===== src/rtl/sched_pkg.sv =====
// Shared types and constants for the command scheduler: command width,
// issue-FSM states and the decode-stage command codes.
package sched_pkg;

    localparam int CMD_W = 5;

    typedef enum logic [1:0] {
        IDLE      = 2'd0,
        ISSUE     = 2'd1,
        WAIT_DONE = 2'd2
    } state_e;

    // bit 4 set selects the compute (PIM/PNM) port, clear selects load/store
    localparam logic [CMD_W-1:0] ADDF    = 5'b10000;
    localparam logic [CMD_W-1:0] MULF    = 5'b10010;
    localparam logic [CMD_W-1:0] RELU    = 5'b11000;
    localparam logic [CMD_W-1:0] MAXPOOL = 5'b11001;
    localparam logic [CMD_W-1:0] MOVE    = 5'b11011;
    localparam logic [CMD_W-1:0] LBU     = 5'b01011;
    localparam logic [CMD_W-1:0] LHU     = 5'b01010;
    localparam logic [CMD_W-1:0] LW      = 5'b01001;
    localparam logic [CMD_W-1:0] SB      = 5'b00011;
    localparam logic [CMD_W-1:0] SH      = 5'b00010;
    localparam logic [CMD_W-1:0] SW      = 5'b00001;
    localparam logic [CMD_W-1:0] NOP     = 5'b00000;

    function automatic logic is_pim(input logic [CMD_W-1:0] cmd);
        return cmd[CMD_W-1];
    endfunction

endpackage


===== src/rtl/sched_if.sv =====
// Scheduler bus: upstream command push, mem and pim issue ports, status.
interface sched_if #(
    parameter int DEPTH = 4,
    parameter int AW    = 16
) ();
    import sched_pkg::*;

    logic                   in_valid;
    logic                   in_ready;
    logic [CMD_W-1:0]       in_cmd;
    logic [AW-1:0]          in_addr;
    logic                   mem_valid;
    logic                   mem_ready;
    logic [CMD_W-1:0]       mem_cmd;
    logic [AW-1:0]          mem_addr;
    logic                   pim_valid;
    logic                   pim_ready;
    logic [CMD_W-1:0]       pim_cmd;
    logic [AW-1:0]          pim_addr;
    logic                   pim_done;
    logic [$clog2(DEPTH):0] occupancy;
    logic                   illegal;

    modport slave (
        input  in_valid, in_cmd, in_addr, mem_ready, pim_ready, pim_done,
        output in_ready, mem_valid, mem_cmd, mem_addr,
               pim_valid, pim_cmd, pim_addr, occupancy, illegal
    );

    modport master (
        output in_valid, in_cmd, in_addr, mem_ready, pim_ready, pim_done,
        input  in_ready, mem_valid, mem_cmd, mem_addr,
               pim_valid, pim_cmd, pim_addr, occupancy, illegal
    );

endinterface


===== src/rtl/sched_fifo.sv =====
// Power-of-two command queue; pointers wrap naturally at DEPTH.
module sched_fifo #(
    parameter int DEPTH = 4,
    parameter int W     = 21
) (
    input  logic                   clk,
    input  logic                   rst_n,
    input  logic                   push,
    input  logic [W-1:0]           din,
    input  logic                   pop,
    output logic [W-1:0]           dout,
    output logic                   full,
    output logic                   empty,
    output logic [$clog2(DEPTH):0] count
);
    localparam int PW = $clog2(DEPTH);
    localparam int CW = PW + 1;

    logic [W-1:0]  mem_q [DEPTH];
    logic [PW-1:0] wr_ptr_q, wr_ptr_d;
    logic [PW-1:0] rd_ptr_q, rd_ptr_d;
    logic [CW-1:0] count_q, count_d;
    logic          push_ok, pop_ok;

    assign full    = (count_q == CW'(DEPTH));
    assign empty   = (count_q == '0);
    assign push_ok = push && !full;
    assign pop_ok  = pop && !empty;
    assign dout    = mem_q[rd_ptr_q];
    assign count   = count_q;

    always_comb begin
        wr_ptr_d = wr_ptr_q;
        rd_ptr_d = rd_ptr_q;
        count_d  = count_q;
        if (push_ok) wr_ptr_d = wr_ptr_q + PW'(1);
        if (pop_ok)  rd_ptr_d = rd_ptr_q + PW'(1);
        if (push_ok && !pop_ok)      count_d = count_q + CW'(1);
        else if (!push_ok && pop_ok) count_d = count_q - CW'(1);
    end

    always_ff @(posedge clk or negedge rst_n) begin
        if (!rst_n) begin
            wr_ptr_q <= '0;
            rd_ptr_q <= '0;
            count_q  <= '0;
        end else begin
            wr_ptr_q <= wr_ptr_d;
            rd_ptr_q <= rd_ptr_d;
            count_q  <= count_d;
        end
    end

    // storage needs no reset: entries are only read once counted in
    always_ff @(posedge clk) begin
        if (push_ok) mem_q[wr_ptr_q] <= din;
    end

endmodule


===== src/rtl/sched_issue.sv =====
// In-order command scheduler: queues decoded commands and issues each one to
// the load/store or compute port, holding issue while compute is in flight.
module sched_issue
    import sched_pkg::*;
#(
    parameter int DEPTH = 4,
    parameter int AW    = 16
) (
    input  logic   clk,
    input  logic   rst_n,
    sched_if.slave bus
);
    localparam int CW = $clog2(DEPTH) + 1;
    localparam int W  = CMD_W + AW;

    state_e           state_q, state_d;
    logic             illegal_q, illegal_d;
    logic             push, pop, full, empty;
    logic [W-1:0]     head;
    logic [CMD_W-1:0] head_cmd;
    logic [AW-1:0]    head_addr;
    logic [CW-1:0]    count;
    logic             accept, mem_valid, pim_valid;

    assign accept = bus.in_valid && !full;
    assign push   = accept && (bus.in_cmd != NOP);

    sched_fifo #(.DEPTH(DEPTH), .W(W)) u_fifo (
        .clk   (clk),
        .rst_n (rst_n),
        .push  (push),
        .din   ({bus.in_cmd, bus.in_addr}),
        .pop   (pop),
        .dout  (head),
        .full  (full),
        .empty (empty),
        .count (count)
    );

    assign head_cmd  = head[W-1:AW];
    assign head_addr = head[AW-1:0];

    always_comb begin
        state_d   = state_q;
        mem_valid = 1'b0;
        pim_valid = 1'b0;
        pop       = 1'b0;
        illegal_d = accept && (bus.in_cmd == NOP);
        case (state_q)
            IDLE: begin
                if (!empty) state_d = ISSUE;
            end
            ISSUE: begin
                if (!is_pim(head_cmd)) begin
                    mem_valid = 1'b1;
                    if (bus.mem_ready) begin
                        pop = 1'b1;
                        // queue drains only if this was the last entry and nothing arrives
                        if (count == CW'(1) && !push) state_d = IDLE;
                    end
                end else begin
                    pim_valid = 1'b1;
                    if (bus.pim_ready) begin
                        pop     = 1'b1;
                        state_d = WAIT_DONE;
                    end
                end
            end
            WAIT_DONE: begin
                if (bus.pim_done) state_d = IDLE;
            end
            default: state_d = IDLE;
        endcase
    end

    always_ff @(posedge clk or negedge rst_n) begin
        if (!rst_n) begin
            state_q   <= IDLE;
            illegal_q <= 1'b0;
        end else begin
            state_q   <= state_d;
            illegal_q <= illegal_d;
        end
    end

    assign bus.in_ready  = !full;
    assign bus.occupancy = count;
    assign bus.illegal   = illegal_q;
    assign bus.mem_valid = mem_valid;
    assign bus.mem_cmd   = head_cmd;
    assign bus.mem_addr  = head_addr;
    assign bus.pim_valid = pim_valid;
    assign bus.pim_cmd   = head_cmd;
    assign bus.pim_addr  = head_addr;

endmodule

===== src/flat_wrapper.sv =====
// flat-port wrapper written by rule: the top's interface ports become plain ports
module sched_issue_flat import sched_pkg::*;
#(
    parameter int DEPTH = 4,
    parameter int AW    = 16
)
  (clk, rst_n, bus_in_valid, bus_in_cmd, bus_in_addr, bus_mem_ready, bus_pim_ready, bus_pim_done, bus_in_ready, bus_mem_valid, bus_mem_cmd, bus_mem_addr, bus_pim_valid, bus_pim_cmd, bus_pim_addr, bus_occupancy, bus_illegal);
  sched_if #(.DEPTH(DEPTH), .AW(AW)) bus_i ();
  input  logic clk;
  input  logic rst_n;
  input wire logic [$bits(bus_i.in_valid)-1:0] bus_in_valid;
  input wire logic [$bits(bus_i.in_cmd)-1:0] bus_in_cmd;
  input wire logic [$bits(bus_i.in_addr)-1:0] bus_in_addr;
  input wire logic [$bits(bus_i.mem_ready)-1:0] bus_mem_ready;
  input wire logic [$bits(bus_i.pim_ready)-1:0] bus_pim_ready;
  input wire logic [$bits(bus_i.pim_done)-1:0] bus_pim_done;
  output wire logic [$bits(bus_i.in_ready)-1:0] bus_in_ready;
  output wire logic [$bits(bus_i.mem_valid)-1:0] bus_mem_valid;
  output wire logic [$bits(bus_i.mem_cmd)-1:0] bus_mem_cmd;
  output wire logic [$bits(bus_i.mem_addr)-1:0] bus_mem_addr;
  output wire logic [$bits(bus_i.pim_valid)-1:0] bus_pim_valid;
  output wire logic [$bits(bus_i.pim_cmd)-1:0] bus_pim_cmd;
  output wire logic [$bits(bus_i.pim_addr)-1:0] bus_pim_addr;
  output wire logic [$bits(bus_i.occupancy)-1:0] bus_occupancy;
  output wire logic [$bits(bus_i.illegal)-1:0] bus_illegal;
  assign bus_i.in_valid = bus_in_valid;
  assign bus_i.in_cmd = bus_in_cmd;
  assign bus_i.in_addr = bus_in_addr;
  assign bus_i.mem_ready = bus_mem_ready;
  assign bus_i.pim_ready = bus_pim_ready;
  assign bus_i.pim_done = bus_pim_done;
  assign bus_in_ready = bus_i.in_ready;
  assign bus_mem_valid = bus_i.mem_valid;
  assign bus_mem_cmd = bus_i.mem_cmd;
  assign bus_mem_addr = bus_i.mem_addr;
  assign bus_pim_valid = bus_i.pim_valid;
  assign bus_pim_cmd = bus_i.pim_cmd;
  assign bus_pim_addr = bus_i.pim_addr;
  assign bus_occupancy = bus_i.occupancy;
  assign bus_illegal = bus_i.illegal;
  sched_issue #(.DEPTH(DEPTH), .AW(AW)) u_core (.clk(clk), .rst_n(rst_n), .bus(bus_i));
endmodule

===== config.mk =====
export PLATFORM = sky130hd
export DESIGN_NAME = sched_issue_flat
export DESIGN_NICKNAME = d
export VERILOG_FILES = /design/src/rtl/sched_pkg.sv /design/src/rtl/sched_if.sv /design/src/rtl/sched_fifo.sv /design/src/rtl/sched_issue.sv /design/src/flat_wrapper.sv
export SDC_FILE = /design/constraint.sdc
export NUM_CORES = 1
export LEC_CHECK = 0
export ABC_AREA = 1
export CORE_MARGIN = 2
export CORE_UTILIZATION = 52
export DETAILED_ROUTE_END_ITERATION = 8
export PLACE_DENSITY = 0.84
export SETUP_SLACK_MARGIN = 0.15
export SLEW_MARGIN = 15
export SYNTH_ARGS = -nofsm -noshare
export SYNTH_HDL_FRONTEND = slang
export SYNTH_SLANG_ARGS = --single-unit

===== constraint.sdc =====
create_clock -name clk -period 2.6 [get_ports clk]
set_input_delay 0.52 -clock clk [delete_from_list [all_inputs] [get_ports clk]]
set_output_delay 0.52 -clock clk [all_outputs]
set_load 0.1 [all_outputs]

Word-level counts from Yosys, hierarchy flattened
Memory sizes are Yosys's and may differ from the RTL's.
Cells that the tools add are included.
{"block": "word_totals", "output_inout_bits": 49, "inputBits": 27, "mem_count": 1, "elab_cells": 57, "mem_bits_ro": 0, "latch_bits": 0, "regBits": 10, "mem_bits_rw": 84}
{"name": "u_core.u_fifo.mem_q", "words": 4, "word_bits": 21, "read_ports": 1, "rd_clocked_by_memory_dff": 0, "wr": 1, "line": "sched_fifo.sv:19", "rtl": "logic [W-1:0] mem_q [DEPTH];"}
{"block": "classes", "addsub": 4, "n_mux": 19, "order_cmp": 0, "n_mul": 0, "n_bitwise": 0, "div": 0, "n_shift": 0, "reduce_logical": 19, "n_eq_ne": 9}
{"operator": "2-bit 2-to-1 mux", "count": 6}
{"operator": "1-bit 2-to-1 mux", "count": 10}
{"operator": "1-bit logical AND", "count": 8}
{"operator": "3-bit 2-to-1 mux", "count": 2}
{"operator": "2-bit one-hot mux with 3 select lines", "count": 1}
{"operator": "1-bit logical NOT", "count": 5}
{"operator": "5-bit logical NOT", "count": 1}
{"operator": "5-bit AND reduction", "count": 1}
{"operator": "5-bit nonzero test", "count": 1}
{"operator": "2-bit by 1-bit adder with 2-bit output (second input constant)", "count": 2}
{"operator": "2-bit != test (second input constant)", "count": 2}
{"operator": "3-bit by 1-bit adder with 3-bit output (second input constant)", "count": 1}
{"operator": "3-bit by 1-bit == test with 1-bit output (second input constant)", "count": 1}
{"operator": "3-bit == test (second input constant)", "count": 1}
{"operator": "3-bit logical NOT", "count": 1}
{"operator": "3-bit by 1-bit != test with 1-bit output (second input constant)", "count": 1}
{"operator": "3-bit by 2-bit != test with 1-bit output (second input constant)", "count": 1}
{"operator": "3-bit != test (second input constant)", "count": 1}
{"operator": "3-bit by 1-bit subtractor with 3-bit output (second input constant)", "count": 1}
{"operator": "2-bit by 1-bit == test with 1-bit output (second input constant)", "count": 1}
{"operator": "2-bit == test (second input constant)", "count": 1}
{"operator": "2-bit logical NOT", "count": 1}
{"operator": "2-bit nonzero test", "count": 1}

Depth between registers and ports, before layout
Gate-level depths: netlist of the first run.
{"block": "logic_depth", "depth_word": 10, "depth_mapped": 14, "depth_no_buf": 13}

By module
From an unflattened synthesis of the first run, not the netlist that was laid out.
{"block": "hier_totals", "hier_cells": 367, "hier_area_um2": 4314.1}
{"mod": "sched_fifo", "seq_area_each_um2": 2697.6, "cells_each": 306, "n_inst": 1, "area_per_inst_um2": 3922.5}
{"mod": "sched_issue", "seq_area_each_um2": 75.1, "cells_each": 61, "n_inst": 1, "area_per_inst_um2": 391.6}

Worst setup path after synthesis of the first run
Ideal clock, no wire load.
{"block": "synth_path", "path_type": "register to register", "startpoint": "register u_core.u_fifo.count_q[0], in the netlist u_core.u_fifo.count[0]", "endpoint": "memory u_core.u_fifo.mem_q[0][0] (enable)", "stages_incl_launch_ff": 7, "t_arrival_ns": 3.404, "setup_ns": 0.399, "t_required_ns": 2.201, "period_less_slack_ns": 3.803, "slack_ns": -1.203, "path_cell_list": "dfrtp_1 -> inv_1 -> ha_1 -> nand2_1 -> and2_4 -> nand2_1 -> nor2_1"}
{"block": "synth_via", "elab_chain_cells": 7}
{"element": "from (decl)", "line": "sched_fifo.sv:22", "rtl": "logic [CW-1:0] count_q, count_d;"}
{"element": "from (signal assigned)", "line": "sched_fifo.sv:50", "rtl": "count_q <= count_d;"}
{"element": "3-bit == test (*)", "line": "sched_fifo.sv:25", "rtl": "assign full = (count_q == CW'(DEPTH));"}
{"element": "1-bit logical NOT (*)"}
{"element": "net bus_in_ready", "line": "flat_wrapper.sv:17", "rtl": "output wire logic [$bits(bus_i.in_ready)-1:0] bus_in_ready;"}
{"element": "1-bit logical AND", "line": "sched_issue.sv:25", "rtl": "assign accept = bus.in_valid && !full;"}
{"element": "1-bit logical AND", "line": "sched_issue.sv:26", "rtl": "assign push = accept && (bus.in_cmd != NOP);"}
{"element": "1-bit logical AND (*)", "line": "sched_fifo.sv:27", "rtl": "assign push_ok = push && !full;"}
{"element": "1-bit 2-to-1 mux (*)", "line": "sched_fifo.sv:56", "rtl": "if (push_ok) mem_q[wr_ptr_q] <= din;"}
{"element": "1-bit 2-to-1 mux (implied by the code) (*)", "line": "sched_fifo.sv:56"}
{"element": "to (decl)", "line": "sched_fifo.sv:19"}
The timed path passes the listed nets; every way through them passes the cells marked *.

Worst setup path in the final report of the first run
{"block": "layout_path", "startpoint": "register u_core.u_fifo.rd_ptr_q[1]", "endpoint": "output bus_pim_addr[14]"}
{"block": "layout_via", "elab_chain_cells": 1}
{"element": "from (decl)", "line": "sched_fifo.sv:21", "rtl": "logic [PW-1:0] rd_ptr_q, rd_ptr_d;"}
{"element": "from (signal assigned)", "line": "sched_fifo.sv:49", "rtl": "rd_ptr_q <= rd_ptr_d;"}
{"element": "memory read 4 x 21 bit"}
{"element": "to (decl)", "line": "flat_wrapper.sv:23", "rtl": "output wire logic [$bits(bus_i.pim_addr)-1:0] bus_pim_addr;"}
Every way passes these cells.

==> impl_metrics.yaml, run 1 <==
yosys:
  synth_ff_type: "edfxtp_1"
  syn-num-nets: 365
  yosys-top-cells-area: "edfxtp_1 (63%), dfrtp_1 (6.2%), o21ai_0 (5.5%), nor2_1 (4.7%), buf_4 (3.9%)"
  syn_area_per_cell_um2: 12.3
  synth_area_leader_cell: "edfxtp_1"
  synth_seq_area_share: 0.687
  synth_top_area_frac: 0.625
  ys_ff_latch: 94
  synth-edff-count: 84
  synthDistinctLibCells: 27
  synth_area_um2: 4040
  synth_warnings: 0
  ys_async_sr_fraction: 0.106
  synthCells: 329
finish:
  drive_above_1_share: 0.300
  antenna_cells: 0
  multi_input_area_um2: 1280
  final_common_cell: "edfxtp_1"
  layout_common_cells: "edfxtp_1 (84), buf_12 (48), nor2_1 (46)"
  final_nets: 428
  syn2layout_area_growth_pct: 43.8
  final_util: 0.763
  nFillCells: 450
  register_area_um2: 2780
timing:
  finalSetupTns_ns: 0
  slew_viol_final: 0
  fmax_mhz: 430
  fin_skew_ns: 0.0103
  min_period_ns: 2.33
  setup_violations: 0
  hold_viol: 0
  max-slew-margin-rel: 0.670
  rsz0062_at_grt: "false"
  tightest_slew_ns: 0.493
  min_period_over_period: 0.895
die:
  die_w_um: 92.1
  die-area_um2: 8480
  rows: 32
  die_h_um: 92.1
  core_um2: 7610
  ios: 76
  start_util: 0.530
global_routing:
  antenna_found_initial: 0
  grt_pass1_vias: 2832
  grt_pass1_wl_um: 14200
  grt_max_degree: 30
  grt_usage: 0.220
  grt.overflow.total: 0
worst_setup_path:
  path_class: "register to output pin"
  r2r_setup_slack_ns: 0.41
  cp.arrival_ns: 1.81
  required_ns: 2.08
  reg2reg_depth: 11
  startpoint_type: "register"
  crit_start: "u_core.u_fifo.rd_ptr_q[1]"
  crit_path_max_fanout: 12
  r2r-start: "u_core.u_fifo.rd_ptr_q[0]"
  reg2reg_to: "u_core.u_fifo.count[2]"
  cp-end-kind: "output pin"
  endpoint: "bus_pim_addr[14]"
routing:
  first_pass_iters: 5
  drtIter0Drc: 175
  vias: 2733
  wl_per_cell_um: 17.7
  antenna_left: 0
  wl_um: 8850
  via_per_inst: 5.48
  drc: 0
run:
  cap_violations: 0
cts:
  clk_path_buf_depth: 2
  clk_pin_slew_ns: 0.08
  cts_tree: "built"
  clkLatencyLatePin_ns: 0.36
  clock_sinks: 94
  cts_max_level: 3
  root_buffer: "clkbuf_8"
  cts_inserted_buffers: 9
placed_design:
  dp_hpwl_um: 5800
  routabilityCongestion: 0.877
  port_buffers: 75
run_status:
  outcome: "finished clean"
min_path:
  worstHoldPathType: "input port to asynchronous set/reset pin"
## cells in the mapped netlist, types with 2 or more instances
| library cell | instances |
|---|---|
| buf_4 | 21 |
| clkbuf_1 | 11 |
| dfrtp_1 | 10 |
| edfxtp_1 | 84 |
| ha_1 | 9 |
| inv_1 | 22 |
| nand2_1 | 23 |
| nand2_2 | 6 |
| nand3_1 | 7 |
| nand3_2 | 2 |
| nand4_1 | 3 |
| nor2_1 | 51 |
| o21ai_0 | 44 |
| o22ai_1 | 20 |
| xnor2_1 | 2 |
| xor2_1 | 3 |
## registers in the layout (all words and copies together) (netlist names)
name,flops
u_core.state_q,2
u_core.u_fifo.rd_ptr_q,2
u_core.u_fifo.count,3
u_core.bus.illegal,1
u_core.u_fifo.wr_ptr_q,2
u_core.u_fifo.mem_q,84
## logic make-up after synthesis
group | Yosys count | share of synthesized area
xor gates and xnor gates | 5 | 0.0109
buffers and inverters | 58 | 0.0760
AOI/OAI and AO/OA | 66 | 0.0890
DFF | 94 | 0.687
adders and majority gates | 9 | 0.0279
and+or+nand+nor | 97 | 0.109
## critical path: stages (launching register included)
cell and delay (ns):
dfrtp_2 0.47, inv_4 0.16, buf_4 0.22, o21ai_0 0.16, o22ai_4 0.22, buf_12 0.21
## per-layer routing
layer  track usage  wire length [µm]  up-vias
met1         0.276              3490     1343
li1              -                 -     1260
met4        0.0821               140        0
met5             0                 0        -
met2         0.363              4630      119
met3        0.0641               582       11
## repair_timing
item / 4_1_cts / 5_1_grt
setup endpoints to repair: 4 / 18
hold endpoints to repair: 0 / 0
hold buffers: 0 / 0
resized for setup: 2 / 6
pin swaps: 0 / 1
buffers inserted: 0 / 0
## layout make-up
type / instances / area share
Clock inverter: 6 / 0.0108
Sequential cell: 94 / 0.479
Multi-Input combinational cell: 177 / 0.221
Timing Repair Buffer: 86 / 0.228
Inverter: 24 / 0.0168
Tap cell: 102 / 0.0220
Clock buffer: 10 / 0.0220
## metrics by stage
stage | instances | area (µm²) | hold slack (ns) | setup slack [ns]
after floorplan | 329 | 4440 | 0.224 | 0.159
after global placement | 483 | 5600 | 0.490 | 0.312
after detailed placement | 483 | 5600 | 0.493 | 0.196
after CTS | 499 | 5790 | 0.489 | 0.197
after global routing | 499 | 5800 | 0.496 | 0.175
final | 499 | 5800 | 0.491 | 0.273
## how the worst min path moves through the flow
stage                                            to  slack [ns]  depth (start not counted)
after floorplan                  u_core.bus.illegal        0.22                          0
after global placement            u_core.state_q[0]        0.49                          2
after detailed placement          u_core.state_q[0]        0.49                          2
after CTS                        u_core.bus.illegal        0.49                          1
after global routing      u_core.u_fifo.wr_ptr_q[1]        0.50                          1
final                            u_core.bus.illegal        0.49                          1
Power of run 1 is left out: the tool's default activity adds up to more than one toggle a clock period on the data nets, which glitch-free logic cannot reach.
==> inputs of run 2 (changes only) <==
Settings changed: CORE_ASPECT_RATIO set to 0.8.
==> impl_metrics.yaml, run 2 (synthesized netlist as in run 1, its figures left out) <==
cts:
  clk_pin_slew_ns: 0.09
  cts_tree: "built"
  cts_max_level: 3
  hold_buffers: 0
  clk_path_buf_depth: 2
  clock_sinks: 94
  cts_inserted_buffers: 9
  clkLatencyLatePin_ns: 0.35
  root_buffer: "clkbuf_8"
global_routing:
  met3_usage: 0.0620
  grt.overflow.total: 0
  top_usage_layer: "met2"
  antenna_found_initial: 0
  grtUsageMet2: 0.411
  grt_pass1_vias: 2807
  grt_usage: 0.233
  grt_util_met1: 0.268
  grt_pass1_wl_um: 14200
  grt_max_degree: 38
die:
  die_h_um: 82.8
  die-area_um2: 8480
  rows: 28
  core_um2: 7460
  ios: 76
  die_w_um: 102
  start_util: 0.541
timing:
  min_period_over_period: 0.890
  setup_violations: 0
  slew_viol_final: 0
  tightest_slew_ns: 0.516
  hold_viol: 0
  finalSetupTns_ns: 0
  fin_skew_ns: 0.00700
  max-slew-margin-rel: 0.655
  min_period_ns: 2.31
  rsz0062_at_grt: "false"
  fmax_mhz: 432
finish:
  layout_common_cells: "edfxtp_1 (84), nor2_1 (46), buf_12 (45)"
  drive_above_1_share: 0.318
  antenna_cells: 0
  nFillCells: 424
  largest_reg_flops: 84
  top_register: "u_core.u_fifo.mem_q"
  final_nets: 434
  final_common_cell: "edfxtp_1"
  syn2layout_area_growth_pct: 44.2
worst_setup_path:
  path_class: "register to output pin"
  startpoint_type: "register"
  slowest_stage: "dfrtp_2"
  cp-end-kind: "output pin"
  crit_path_max_fanout: 37
  required_ns: 2.08
  cp_common_cell: "buf_12"
  critPathMaxStageDelay_ns: 0.47
  crit_buf_inv: 3
  cpLargestDelayFamily: "buffers and inverters"
  crit_chain: "inv_4 > buf_12 > nor2_1 > o22ai_4 > buf_12"
  cp.arrival_ns: 1.79
routing:
  vias: 2808
  first_pass_iters: 5
  drc: 0
  drtIter0Drc: 236
  antenna_left: 0
  wl_per_cell_um: 18.0
  wl_um: 9150
  via_per_inst: 5.53
placed_design:
  routabilityCongestion: 0.840
  dp_hpwl_um: 6360
  port_buffers: 75
run:
  cap_violations: 0
min_path:
  worstHoldPathType: "input port to asynchronous set/reset pin"
run_status:
  outcome: "finished clean"
[run 2: per-layer routing]
layer	vias to the layer above	wire length (µm)	part of all wire
met3	32	606	0.066
met5	-	0	0
met2	144	4900	0.54
met4	0	279	0.031
li1	1269	-	-
met1	1363	3360	0.37
[run 2: path summary, 6_finish.rpt]
check                                           from                      to  slack [ns]  cells after the start
hold / removal                                 rst_n       u_core.state_q[1]        0.50                      1
hold reg to reg                    u_core.state_q[0]       u_core.state_q[0]        0.54                      2
min in group clk                   u_core.state_q[0]       u_core.state_q[0]        0.54                      2
setup / recovery           u_core.u_fifo.rd_ptr_q[0]          bus_pim_cmd[3]        0.29                      5
max in group asynchronous                      rst_n  u_core.u_fifo.count[1]        1.71                      1
setup reg to reg              u_core.u_fifo.count[0]  u_core.u_fifo.count[2]        0.52                     11
[run 2: worst reg2reg max path, stage by stage (launching register included)]
cell,delay (ns)
dfrtp_4,0.51
inv_1,0.10
ha_1,0.23
nand2_4,0.06
and2_4,0.15
nand2_4,0.06
inv_1,0.08
ha_1,0.35
nor2_1,0.12
o21ai_0,0.11
xor2_1,0.16
inv_1,0.05
[run 2: repair_timing]
| action | in CTS | in global routing |
|---|---|---|
| setup buffers | 0 | 3 |
| setup endpoints to repair | 40 | 40 |
| gates resized for setup | 5 | 7 |
[run 2: cell type report]
| cell class | instances | area [µm²] | area share |
|---|---|---|---|
| inverters | 24 | 95.1 | 0.0163 |
| clock inverters | 5 | 57.6 | 0.00989 |
| well taps | 105 | 131 | 0.0226 |
| clock buffers | 11 | 141 | 0.0243 |
| repair buffers | 92 | 1330 | 0.228 |
| flip-flops and latches | 94 | 2780 | 0.478 |
| multi-input cells | 177 | 1280 | 0.221 |
[run 2: stage by stage]
stage               cells  utilization  hold slack, ns  setup WS, ns  cell area, µm²
floorplan             329            -           0.224         0.159            4440
global placement      489        0.747           0.476         0.310            5570
detailed placement    489        0.747           0.516         0.153            5570
CTS                   505        0.775           0.491         0.130            5780
global route          508        0.780           0.517         0.217            5820
finish                508        0.780           0.500         0.286            5820
Power of run 2 is left out for the same reason.
